==> src/rtl/pll_mdrp_if.sv <==
// pll_mdrp_if: request/response bus between a host and pll_mdrp_ctrl
interface pll_mdrp_if;
  logic       req_valid;
  logic       req_ready;
  logic [1:0] req_op;
  logic [7:0] req_addr;
  logic [7:0] req_wdata;
  logic       rsp_valid;
  logic [7:0] rsp_rdata;
  logic       rsp_err;
  modport master(output req_valid, req_op, req_addr, req_wdata, input req_ready, rsp_valid, rsp_rdata, rsp_err);
  modport slave(input req_valid, req_op, req_addr, req_wdata, output req_ready, rsp_valid, rsp_rdata, rsp_err);
endinterface

==> src/rtl/pll_mdrp_ctrl.sv <==
// pll_mdrp_ctrl: MDRP register access and PLL reset/lock sequencer.
// Define PLL_MDRP_VERIFY_EN to add an automatic readback check after every write.
module pll_mdrp_ctrl #(
  parameter int RST_CYCLES   = 16,
  parameter int LOCK_TIMEOUT = 65535
) (
  input  logic        clk,
  input  logic        rst_n,
  pll_mdrp_if.slave   bus,
  output logic [1:0]  mdopc,
  output logic        mdainc,
  output logic [7:0]  mdwdi,
  input  logic [7:0]  mdrdo,
  output logic        pll_reset,
  input  logic        pll_lock
);
`ifdef PLL_MDRP_VERIFY_EN
  localparam bit VERIFY = 1'b1;
`else
  localparam bit VERIFY = 1'b0;
`endif
  localparam logic [1:0] OP_WR = 2'b00, OP_RD = 2'b01, OP_AP = 2'b10;
  typedef enum logic [2:0] {IDLE, ADDR, WR, RD, RDWAIT, RST, LOCKWAIT, DONE} state_t;
  state_t state, nxt;
  logic [1:0]  op_q;
  logic [7:0]  addr_q, wdata_q, rdata_q;
  logic        err_q, lock_m, lock_s, accept;
  logic [15:0] cnt;
  assign accept = state == IDLE && bus.req_valid;
  always_ff @(posedge clk or negedge rst_n)
    if (!rst_n) state <= IDLE;
    else state <= nxt;
  always_comb begin
    nxt = state;
    case (state)
      IDLE:     nxt = !accept ? IDLE : bus.req_op == OP_AP ? RST : bus.req_op == 2'b11 ? DONE : ADDR;
      ADDR:     nxt = op_q == OP_RD ? RD : WR;
      WR:       nxt = VERIFY ? RD : DONE;
      RD:       nxt = RDWAIT;
      RDWAIT:   nxt = cnt == 16'd1 ? DONE : RDWAIT;
      RST:      nxt = cnt == 16'(RST_CYCLES - 1) ? LOCKWAIT : RST;
      LOCKWAIT: nxt = lock_s || cnt == 16'(LOCK_TIMEOUT - 1) ? DONE : LOCKWAIT;
      DONE:     nxt = IDLE;
      default:  nxt = IDLE;
    endcase
  end
  always_comb begin
    bus.req_ready = state == IDLE;
    bus.rsp_valid = state == DONE;
    bus.rsp_rdata = rdata_q;
    bus.rsp_err   = err_q;
    mdopc  = state == ADDR ? 2'b11 : state == WR ? 2'b01 : state == RD ? 2'b10 : 2'b00;
    mdwdi  = state == ADDR ? addr_q : state == WR ? wdata_q : 8'h00;
    mdainc = 1'b0;
  end
  // cnt restarts on every state change and saturates, serving RST, RDWAIT and LOCKWAIT
  always_ff @(posedge clk or negedge rst_n)
    if (!rst_n) begin
      op_q      <= 2'b00;
      addr_q    <= 8'h00;
      wdata_q   <= 8'h00;
      rdata_q   <= 8'h00;
      err_q     <= 1'b0;
      cnt       <= 16'd0;
      pll_reset <= 1'b1;
      lock_m    <= 1'b0;
      lock_s    <= 1'b0;
    end else begin
      {lock_s, lock_m} <= {lock_m, pll_lock};
      cnt       <= nxt != state ? 16'd0 : cnt + 16'(cnt != 16'hFFFF);
      pll_reset <= nxt == RST;
      if (accept) begin
        op_q    <= bus.req_op;
        addr_q  <= bus.req_addr;
        wdata_q <= bus.req_wdata;
      end
      if (accept && bus.req_op == 2'b11) begin
        rdata_q <= 8'h00;
        err_q   <= 1'b1;
      end
      if (state == WR) err_q <= 1'b0;
      if (state == RDWAIT && cnt == 16'd1) begin
        rdata_q <= mdrdo;
        err_q   <= op_q == OP_WR && mdrdo != wdata_q;
      end
      if (state == LOCKWAIT && nxt == DONE) err_q <= !lock_s;
    end
endmodule

==> src/flat_wrapper.sv <==
// flat-port wrapper written by rule: the top's interface ports become plain ports
module pll_mdrp_ctrl_flat 
#(
  parameter int RST_CYCLES   = 16,
  parameter int LOCK_TIMEOUT = 65535
)
  (clk, rst_n, mdopc, mdainc, mdwdi, mdrdo, pll_reset, pll_lock, bus_req_valid, bus_req_op, bus_req_addr, bus_req_wdata, bus_req_ready, bus_rsp_valid, bus_rsp_rdata, bus_rsp_err);
  pll_mdrp_if bus_i ();
  input  logic clk;
  input  logic rst_n;
  output logic [1:0] mdopc;
  output logic mdainc;
  output logic [7:0] mdwdi;
  input  logic [7:0] mdrdo;
  output logic pll_reset;
  input  logic pll_lock;
  input wire logic [$bits(bus_i.req_valid)-1:0] bus_req_valid;
  input wire logic [$bits(bus_i.req_op)-1:0] bus_req_op;
  input wire logic [$bits(bus_i.req_addr)-1:0] bus_req_addr;
  input wire logic [$bits(bus_i.req_wdata)-1:0] bus_req_wdata;
  output wire logic [$bits(bus_i.req_ready)-1:0] bus_req_ready;
  output wire logic [$bits(bus_i.rsp_valid)-1:0] bus_rsp_valid;
  output wire logic [$bits(bus_i.rsp_rdata)-1:0] bus_rsp_rdata;
  output wire logic [$bits(bus_i.rsp_err)-1:0] bus_rsp_err;
  assign bus_i.req_valid = bus_req_valid;
  assign bus_i.req_op = bus_req_op;
  assign bus_i.req_addr = bus_req_addr;
  assign bus_i.req_wdata = bus_req_wdata;
  assign bus_req_ready = bus_i.req_ready;
  assign bus_rsp_valid = bus_i.rsp_valid;
  assign bus_rsp_rdata = bus_i.rsp_rdata;
  assign bus_rsp_err = bus_i.rsp_err;
  pll_mdrp_ctrl #(.RST_CYCLES(RST_CYCLES), .LOCK_TIMEOUT(LOCK_TIMEOUT)) u_core (.clk(clk), .rst_n(rst_n), .bus(bus_i), .mdopc(mdopc), .mdainc(mdainc), .mdwdi(mdwdi), .mdrdo(mdrdo), .pll_reset(pll_reset), .pll_lock(pll_lock));
endmodule
==> config.mk <==
export PLATFORM = sky130hd
export DESIGN_NAME = pll_mdrp_ctrl_flat
export DESIGN_NICKNAME = d
export VERILOG_FILES = /design/src/rtl/pll_mdrp_if.sv /design/src/rtl/pll_mdrp_ctrl.sv /design/src/flat_wrapper.sv
export SDC_FILE = /design/constraint.sdc
export NUM_CORES = 1
export LEC_CHECK = 0
export ABC_CLOCK_PERIOD_IN_PS = 2700
export CAP_MARGIN = 20
export CORE_AREA = 2 2 67 85
export DETAILED_ROUTE_END_ITERATION = 8
export DIE_AREA = 0 0 69 87
export HOLD_SLACK_MARGIN = 0.02
export PLACE_DENSITY_LB_ADDON = 0.1
export SLEW_MARGIN = 20
export SYNTH_ARGS = -nofsm -noshare
export SYNTH_HDL_FRONTEND = slang
export SYNTH_SLANG_ARGS = --single-unit
==> constraint.sdc <==
create_clock -name clk -period 2.7 [get_ports clk]
set_input_delay 0.81 -clock clk [delete_from_list [all_inputs] [get_ports clk]]
set_output_delay 0.81 -clock clk [all_outputs]
set_load 0.02 [all_outputs]
# After elaboration in Yosys (flattened, before gate mapping)
# Index checks and enable logic that the tools add are counted.
# word_totals
elab_cells	60
regBits	49
# op_classes
n_eq_ne	18
n_addsub	1
mux	20
n_reduce_logical	11
# op_table
cell	count
$mux W8	4
$pmux W3 S8	1
$eq A3 B3 Y1 const B	6
$add A16 B1 Y16	1
$eq A16 B1 Y1 const B	1
$eq A16 B16 Y1 const B	1
$eq A16 B4 Y1 const B	1
$mux W16	1
$ne A16 B16 Y1 const B	1
$mux W2	5
$mux W3	3
$ne A8 B8 Y1	1
$eq A3 B2 Y1 const B	2
$mux W1	6
$logic_and A1 B1 Y1	5
$eq A2 B2 Y1 const B	2
$reduce_bool A4 Y1	1
$eq A3 B1 Y1 const B	1
$logic_not A3 Y1	1
$ne A3 B3 Y1	1
$eq A2 B1 Y1 const B	1
$logic_not A2 Y1	1
$reduce_bool A2 Y1	1
$logic_not A1 Y1	1
$logic_or A1 B1 Y1	1

# Depth between registers and ports, before layout
# Gate-level depths: netlist of run 1.
# logic_depth
depth_word	8
depth_mapped	11
mapped_depth_nobuf	10

# Worst setup path before layout of run 1
# OpenSTA, ideal clock, no wires.
# synth_path
kind	register to register
from	register u_core.cnt[2]
to	register u_core.cnt[14]
t_arrival_ns	2.088
synth_period_minus_slack_ns	2.207
stages_incl_launch_ff	12
t_required_ns	2.581
path_slack_ns	0.493
path_cell_list	dfrtp_1 > clkbuf_1 > nand4_1 > nor4_4 > nand2_1 > ha_1 > ha_1 > nand3_1 > nor3_1 > and4_1 > xnor2_1 > nor2_1
# synth_between
elab_chain_len	6
# synth_lines
element	line_no	rtl
start: declaration	pll_mdrp_ctrl.sv:28	logic [15:0] cnt;
start signal: assignment	pll_mdrp_ctrl.sv:70	cnt <= nxt != state ? 16'd0 : cnt + 16'(cnt != 16'hFFFF);
branches (longest 5 deep; another with $add A16 B1 Y16)	n/a	
$mux W16 *	pll_mdrp_ctrl.sv:70	
# Every way passes the cells marked *.
# A chain may end at the register's enable or synchronous reset.

# Worst setup path after layout of run 1
# layout_path
from	register u_core.state[0]
to	output mdopc[0]
# layout_between
elab_chain_len	3
# layout_lines
element	line_no	rtl
start: declaration	pll_mdrp_ctrl.sv:24	state_t state, nxt;
start signal: assignment	pll_mdrp_ctrl.sv:32	else state <= nxt;
$eq A3 B2 Y1	pll_mdrp_ctrl.sv:52	mdopc = state == ADDR ? 2'b11 : state == WR ? 2'b01 : state == RD ? 2'b10 : 2'b00;
$mux W2	pll_mdrp_ctrl.sv:52	
$mux W2 *	pll_mdrp_ctrl.sv:52	
end: declaration	flat_wrapper.sv:11	output logic [1:0] mdopc;
# Mark *: on every way between the ends. The rest lies on a longest branch, timed or not.

==> metrics.md, run 1 <==
| Metric | Value |
|---|---|
| Outcome | finished clean |
| Reg2Reg Capture Point | u_core.cnt[14] |
| Fin. Hold Viols | 0 |
| Total CTS buffers | 5 |
| Clock network power share | 14.3% |
| Initial antenna violation count | 0 |
| Vias | 1,977 |
| Cell accounting for the most synthesized area | dfrtp_1 |
| Place WS | 209 ps |
| Post-layout worst setup margin | 74.2 ps |
| NumNets Final | 336 |
| Chip Width | 69 µm |
| Seq cells post-synth | 49 |
| Synth unique cells | 47 |
| Startpoint Class | flop |
| Layout cells sized above 1 | 17.4% |
| Crit end category | primary output |
| Vias in the first global route | 1,972 |
| Die H | 87 µm |
| Worst Path Arrival | 1820 ps |
| Number of I/O pins | 53 |
| Setup violations, final | 0 |
| Post-layout min period | 2630 ps |
| Max Clock Skew | 10.2 ps |
| FP Rows | 30 |
| DR iter-0 viols | 95 |
| Routability-driven placement congestion ratio | 0.762 |
| Hold depth | 0 |
| Cts hold-fix bufs | 0 |
| Starting density of the core | 48.5% |
| GR Util met3 | 4.75% |
| R2R cell count | 10 |
| Multi-input logic area | 1240 µm² |
| GRT Total Usage | 18.9% |
| FF/Latch Area | 1230 µm² |
| Antenna cell count | 0 |
| GR met2 Demand/Resource | 35.0% |
| Switching share of power | 39.0% |
| Placed cell count | 359 |
| Fillers | 463 |
| Fin area | 3260 µm² |
| Dominant cells by area after synthesis | dfrtp_1 47%, mux2_2 7.9%, xor2_1 5.2% |
| H-tree depth | 2 |
| Post-synth top area share | 47.1% |
| Met1 usage | 21.6% |
| Worst skew pair latency | 300 ps |
| Worst min path class | reg2reg |
| Core area | 5260 µm² |
| CTS Buffer Depth | 2 |
| Setup_tns | 0 ps |
| Slew Limit Headroom | 59.5% |
| Asr flop ratio synth | 100% |
| Syn Area/Cell | 10.4 µm² |
| Final ANT Viol Nets | 0 |
| Area Growth Syn to Fin | 28.0% |
| Hold WS | 364 ps |
| Die Area | 6000 µm² |
| Post-Syn Area | 2550 µm² |
| Logic pwr share | 46.2% |
| Finished Layout Cells | 369 |
| Clock edge transition at the registers on the reported setup and hold paths | 90 ps |
| Ys flop type | dfrtp_1 |
| Maximum fanout along the worst path | 12 |
| Cell internal pwr | 1.81 mW |
| Clock root buffer | clkbuf_8 |
| Pre-antenna DRT Iters | 4 |
| Via-to-Cell Ratio | 5.36 |
| Total congestion overflow | 0 |
| CTS tree | yes |
| Worst IR Drop VDD | 0.462 mV |
| Critical Path RT | 1890 ps |
| FMAX | 0.381 GHz |
| Power per cell area | 910 nW/µm² |
| Busiest layer in global routing | met2 |
| RSZ-0062 raised after global routing | false |
| Worst Hold Path EP | u_core.lock_s |
| Syn Nets | 278 |
| Worst Tran Pin Value | 607 ps |
| Synth Instances | 246 |
| Max Cap Violations | 0 |
| R2R Setup Slk | 260 ps |
| Area post-placement | 3160 µm² |
| Detailed-route wire length | 5.54 mm |
| Worst r2r src | u_core.cnt[5] |
| Fin. max-slew vios | 0 |
| First-pass GRT wire length | 9.04 mm |
| CP Class | reg2out |
| Port-buffer cells | 51 |
| Net Sw Power | 1.16 mW |
| Hold path startpoint | u_core.lock_m |
| Sequential share of the synthesized area | 48.1% |
| # DRC | 0 |
| Syn. warnings | 0 |
| Pin count of the biggest net entering global routing | 50 |
| Crit share post-route | 97.3% |
| Sequential Power Share | 39.6% |
| Post-synth EDFFs | 0 |
| WL/cell | 15.0 µm |
| Pleak | 1.44 nW |
| Detailed Place HPWL | 4.12 mm |
| Clk sink count | 49 |
## Yosys cell counts, types with 2 or more instances
cell,count
a211oi_1,2
buf_2,2
nor2_1,32
inv_1,2
nand2_1,29
nor2b_1,4
o21a_1,2
o21ai_1,2
and3_1,2
o21ai_0,10
buf_4,4
xor2_1,15
nand3_1,5
nor4_1,7
clkbuf_1,5
and4_1,2
a21oi_1,5
dfrtp_1,48
xnor2_1,7
nor3_1,3
ha_1,2
nand2b_1,2
buf_6,2
mux2_2,18
a31oi_1,2
nand4_1,4
a22oi_1,8
## cells in the final DEF, fill, tap and decap left out, drive strengths merged, types with 2 or more instances in the layout
| master | synthesis | final |
|---|---|---|
| clkinv | 0 | 2 |
| a21oi | 6 | 6 |
| nand2 | 30 | 30 |
| clkdlybuf4s50 | 0 | 42 |
| dlymetal6s2s | 0 | 2 |
| nand3 | 6 | 6 |
| ha | 2 | 2 |
| inv | 2 | 2 |
| and3 | 2 | 2 |
| xor2 | 15 | 15 |
| nor4 | 9 | 9 |
| and4 | 2 | 2 |
| a22oi | 8 | 8 |
| nor2 | 34 | 34 |
| dfrtp | 48 | 48 |
| xnor2 | 7 | 7 |
| nand2b | 2 | 2 |
| a31oi | 2 | 2 |
| buf | 8 | 14 |
| nor4b | 2 | 2 |
| nand4 | 6 | 6 |
| o21a | 2 | 2 |
| nor2b | 4 | 4 |
| dlygate4sd2 | 0 | 6 |
| mux2 | 18 | 18 |
| clkbuf | 5 | 6 |
| a211oi | 2 | 2 |
| o21ai | 12 | 12 |
| nor3 | 3 | 3 |
## how the worst max path moves through the flow
stage / slack (ps) / from / to / cells past startpoint
after floorplan: 490 / u_core.cnt[2] / u_core.cnt[14] / 11
after global placement: 250 / u_core.state[1] / mdwdi[5] / 5
after detailed placement: 210 / u_core.state[1] / mdwdi[0] / 5
after CTS: 4 / u_core.state[0] / mdwdi[6] / 5
after global routing: 10 / u_core.state[1] / mdopc[0] / 4
final: 70 / u_core.state[0] / mdopc[0] / 4
## registers in the layout, indices dropped and copies added (netlist names)
name	cells
u_core.wdata_q	8
u_core.op_q	2
u_core.lock_m	1
u_core.cnt	16
u_core.lock_s	1
u_core.addr_q	8
u_core.state	3
u_core.bus.rsp_rdata	8
u_core.pll_reset	1
u_core.bus.rsp_err	1
## worst max-delay path, stage by stage, from the launching register on
cell and delay, ps:
dfrtp_2 420, buf_4 200, nand2_1 80, a21oi_1 180, clkdlybuf4s50_1 630
## logic make-up after synthesis
group | after synthesis | synth area share [%]
buf+inv | 15 | 3.48
other cells | 1 | 0.147
xor+xnor | 22 | 7.56
fa+ha+maj | 2 | 0.981
flops | 49 | 48.1
compound gates | 38 | 10.2
simple gates | 101 | 21.6
mux | 18 | 7.95
## metrics by stage
step	total power [mW]	utilization [%]
floorplan	2.07	-
global placement	2.53	60.2
detailed placement	2.55	60.2
CTS	2.98	61.7
global route	3.18	62.1
finish	2.97	62.1
## area by class of cell
type                       instances  share of cell area [%]
clock inverter                     2                   0.307
timing repair buffer              64                    19.2
inverter                           2                   0.230
clock buffer                       6                    2.22
tap                               64                    2.45
sequential                        49                    37.7
multi-input combinational        182                    38.0
## power by group through the flow
stage	registers, mW	clock network, mW	logic, mW
after floorplan	1.21	0	0.857
after global placement	1.19	0	1.34
after detailed placement	1.18	0	1.37
after CTS	1.17	0.431	1.37
after global routing	1.21	0.465	1.51
final	1.18	0.423	1.37
## metal layers
layer / wire length, µm / share of wire, %
met1: 2300 / 41
met2: 2920 / 53
met3: 250 / 4.5
met4: 70 / 1.3
met5: 0 / 0
## what timing repair did
action	CTS	global route
endpoints found under the setup margin	8	3
cloned	0	0
buffers inserted	0	2
gates resized for setup	7	3
pin swaps	0	1
Note: power is estimated with default switching activity, not from simulation.
==> run 2: changes to the inputs <==
--- a/config.mk
+++ b/config.mk
@@ -7,12 +7,14 @@
 export LEC_CHECK = 0
 export ABC_CLOCK_PERIOD_IN_PS = 2700
 export CAP_MARGIN = 20
-export CORE_AREA = 2 2 67 85
+export CORE_AREA = 2 2 53 105
 export DETAILED_ROUTE_END_ITERATION = 8
-export DIE_AREA = 0 0 69 87
+export DIE_AREA = 0 0 55 107
 export HOLD_SLACK_MARGIN = 0.02
 export PLACE_DENSITY_LB_ADDON = 0.1
+export SKIP_CTS_REPAIR_TIMING = 1
 export SLEW_MARGIN = 20
 export SYNTH_ARGS = -nofsm -noshare
 export SYNTH_HDL_FRONTEND = slang
 export SYNTH_SLANG_ARGS = --single-unit
+export TNS_END_PERCENT = 100
==> run 2 against run 1 <==
Register-to-register slack better by 20 ps. Largest cell class unchanged. Global-route usage up 3.7 points. Non-clock buffer count shrank 1. Highest routed layer unchanged. Combinational power hardly changed. Critical endpoint is now bus_rsp_valid. Clock skew shrank 3.8 ps.
==> metrics.md, run 2 (synthesized netlist as in run 1, its figures left out) <==
| Metric | Value |
|---|---|
| RSZ-0062 raised after global routing | false |
| CTS tree | yes |
| CP delay by family, top | buffers and inverters |
| Worst path depth | 3 (-1) |
| Fin. Hold Viols | 0 (unchanged) |
| Vias | 1,977 (unchanged) |
| Fin. max-slew vios | 0 (unchanged) |
| Chip Width | 55 µm (-20%) |
| Clk sink count | 49 (unchanged) |
| Detailed Place HPWL | 4.64 mm (+13%) |
| Via-to-Cell Ratio | 5.46 (+1.9%) |
| Setup_tns | 0 ps (unchanged) |
| Max Cap Violations | 0 (unchanged) |
| First-pass GRT wire length | 9.58 mm (+6.0%) |
| Final ANT Viol Nets | 0 (unchanged) |
| Most frequent cells in the layout | 47 x dfrtp_1, 41 x clkdlybuf4s50_1, 32 x nor2_1 |
| R2R cell count | 10 (unchanged) |
| NumNets Final | 335 (-0.30%) |
| Commonest non-fill, non-tap cell in the layout | dfrtp_1 |
| Clock root buffer | clkbuf_8 |
| Biggest register | u_core.cnt |
| Area Growth Syn to Fin | 30.0% |
| Worst min path class | reg2reg |
| Worst Setup EP | bus_rsp_valid |
| Antenna cell count | 0 (unchanged) |
| Worst IR Drop VDD | 0.720 mV (+56%) |
| CP Class | reg2out |
| Maximum fanout along the worst path | 12 (unchanged) |
| Post-layout min period | 2580 ps (-47.4 ps) |
| Total CTS buffers | 5 (unchanged) |
| Max Clock Skew | 6.41 ps (-3.84 ps) |
| R2R Setup Slk | 280 ps (+20 ps) |
| Routability-driven placement congestion ratio | 0.809 (+6.3%) |
| Largest register FFs | 16 (unchanged) |
| GRT Total Usage | 22.6% (+3.7 points) |
| Pin count of the biggest net entering global routing | 50 (unchanged) |
| Total congestion overflow | 0 (unchanged) |
| Worst skew pair latency | 310 ps (about the same) |
| Pre-antenna DRT Iters | 4 (unchanged) |
| Layout cells sized above 1 | 17.4% (+0.057 points) |
| Startpoint Class | flop |
| Reg2Reg Capture Point | u_core.cnt[14] |
| Crit-path cells | buf_4 -> and3_1 -> clkdlybuf4s50_1 |
| Worst Path Arrival | 1770 ps (-50 ps) |
| Die Area | 5890 µm² (-2.0%) |
| Port-buffer cells | 51 (unchanged) |
| Core area | 5090 µm² (-3.1%) |
| Power per cell area | 957 nW/µm² (+5.1%) |
| Die H | 107 µm (+23%) |
| Fillers | 424 (-8.4%) |
| Pleak | 1.55 nW (+7.8%) |
| DR iter-0 viols | 19 (-80%) |
| Initial antenna violation count | 0 (unchanged) |
| Number of I/O pins | 53 (unchanged) |
| WL/cell | 16.6 µm (+10%) |
| Hold depth | 0 (unchanged) |
| Critical Path RT | 1890 ps (about the same) |
| CTS Buffer Depth | 2 (unchanged) |
| Crit end category | primary output |
| Worst r2r src | u_core.cnt[5] |
| FP Rows | 37 (+23%) |
| # DRC | 0 (unchanged) |
| Critical-path top delay cell | clkdlybuf4s50_1 |
| Starting density of the core | 50.1% (+1.5 points) |
| Outcome | finished clean |
| CP bufs+invs | 2 (unchanged) |
| Hold WS | 357 ps (-6.77 ps) |
| CP peak stage delay | 610 ps (-20 ps) |
| FMAX | 0.388 GHz (+1.8%) |
| Setup violations, final | 0 (unchanged) |
| Vias in the first global route | 2,040 (+3.4%) |
| Crit share post-route | 95.5% (-1.8 points) |
| Detailed-route wire length | 6.00 mm (+8.4%) |
| Clock edge transition at the registers on the reported setup and hold paths | 100 ps (about the same) |
| Setup crit start | u_core.state[0] |
| H-tree depth | 2 (unchanged) |
[run 2: cell types whose count changed in the layout (fill, tap and decap cells not counted), moves of 2 or more]
| cell | delta |
|---|---|
| dlygate4sd2_1 | -6 |
| dlymetal6s2s_1 | +7 |
| clkinv_2 | -2 |
| bufinv_16 | +2 |
[run 2: routing by layer]
layer  wire length, µm  track usage [%]  vias to the layer above
li1                  -                -                      969
met1              2100             23.0                      959
met2              3620             42.8                       40
met3               174             3.62                        9
met4               112             7.67                        0
met5                 0                0                        -
[run 2: worst min path at each step]
stage             startpoint       endpoint  slack (ps)
2_1_floorplan  u_core.lock_m  u_core.lock_s         330
3_3_place_gp   u_core.lock_m  u_core.lock_s         330
3_5_place_dp   u_core.lock_m  u_core.lock_s         340
4_1_cts        u_core.lock_m  u_core.lock_s         360
5_1_grt        u_core.lock_m  u_core.lock_s         360
6_report       u_core.lock_m  u_core.lock_s         360
[run 2: layout make-up]
| class | instances | area, µm² | area share [%] |
|---|---|---|---|
| clock buffers | 5 | 68.8 | 2.08 |
| inverters | 2 | 7.51 | 0.226 |
| multi-input cells | 182 | 1240 | 37.4 |
| well taps | 58 | 72.6 | 2.19 |
| flip-flops and latches | 49 | 1230 | 37.1 |
| clock inverters | 3 | 68.8 | 2.08 |
| repair buffers | 63 | 631 | 19.0 |
[run 2: stage by stage]
| step | power (mW) | setup slack (ps) | std cells | utilization (%) | area, µm² |
|---|---|---|---|---|---|
| finish | 3.17 | 122 | 362 | 65.1 | 3320 |
| global route | 3.38 | 43.2 | 362 | 65.1 | 3320 |
| CTS | 3.20 | -124 | 362 | 64.5 | 3290 |
| detailed placement | 2.56 | 194 | 354 | 61.8 | 3150 |
| global placement | 2.53 | 232 | 354 | 61.8 | 3150 |
| floorplan | 2.07 | 493 | 246 | - | 2550 |
[run 2: where the power goes]
group          switching [mW]  leakage (nW)  internal (mW)
Combinational           0.712         0.862          0.633
Sequential              0.210         0.622          0.981
Clock                   0.263        0.0687          0.373
[run 2: worst register-to-register path, cell delays in order, from the launching register on]
cell	delay (ps)
dfrtp_1	480
nand4_4	180
nor4_4	390
nand2_1	100
ha_1	230
ha_1	220
nand3_1	200
nor3_1	110
and4_1	220
xnor2_1	140
nor2_1	50
==> run 3: changes to the inputs <==
--- a/config.mk
+++ b/config.mk
@@ -5,7 +5,6 @@
 export SDC_FILE = /design/constraint.sdc
 export NUM_CORES = 1
 export LEC_CHECK = 0
-export ABC_CLOCK_PERIOD_IN_PS = 2700
 export CAP_MARGIN = 20
 export CORE_AREA = 2 2 53 105
 export DETAILED_ROUTE_END_ITERATION = 8
==> results of run 3 <==
Same layout as run 2: the final DEF is identical, and so are final timing and power.
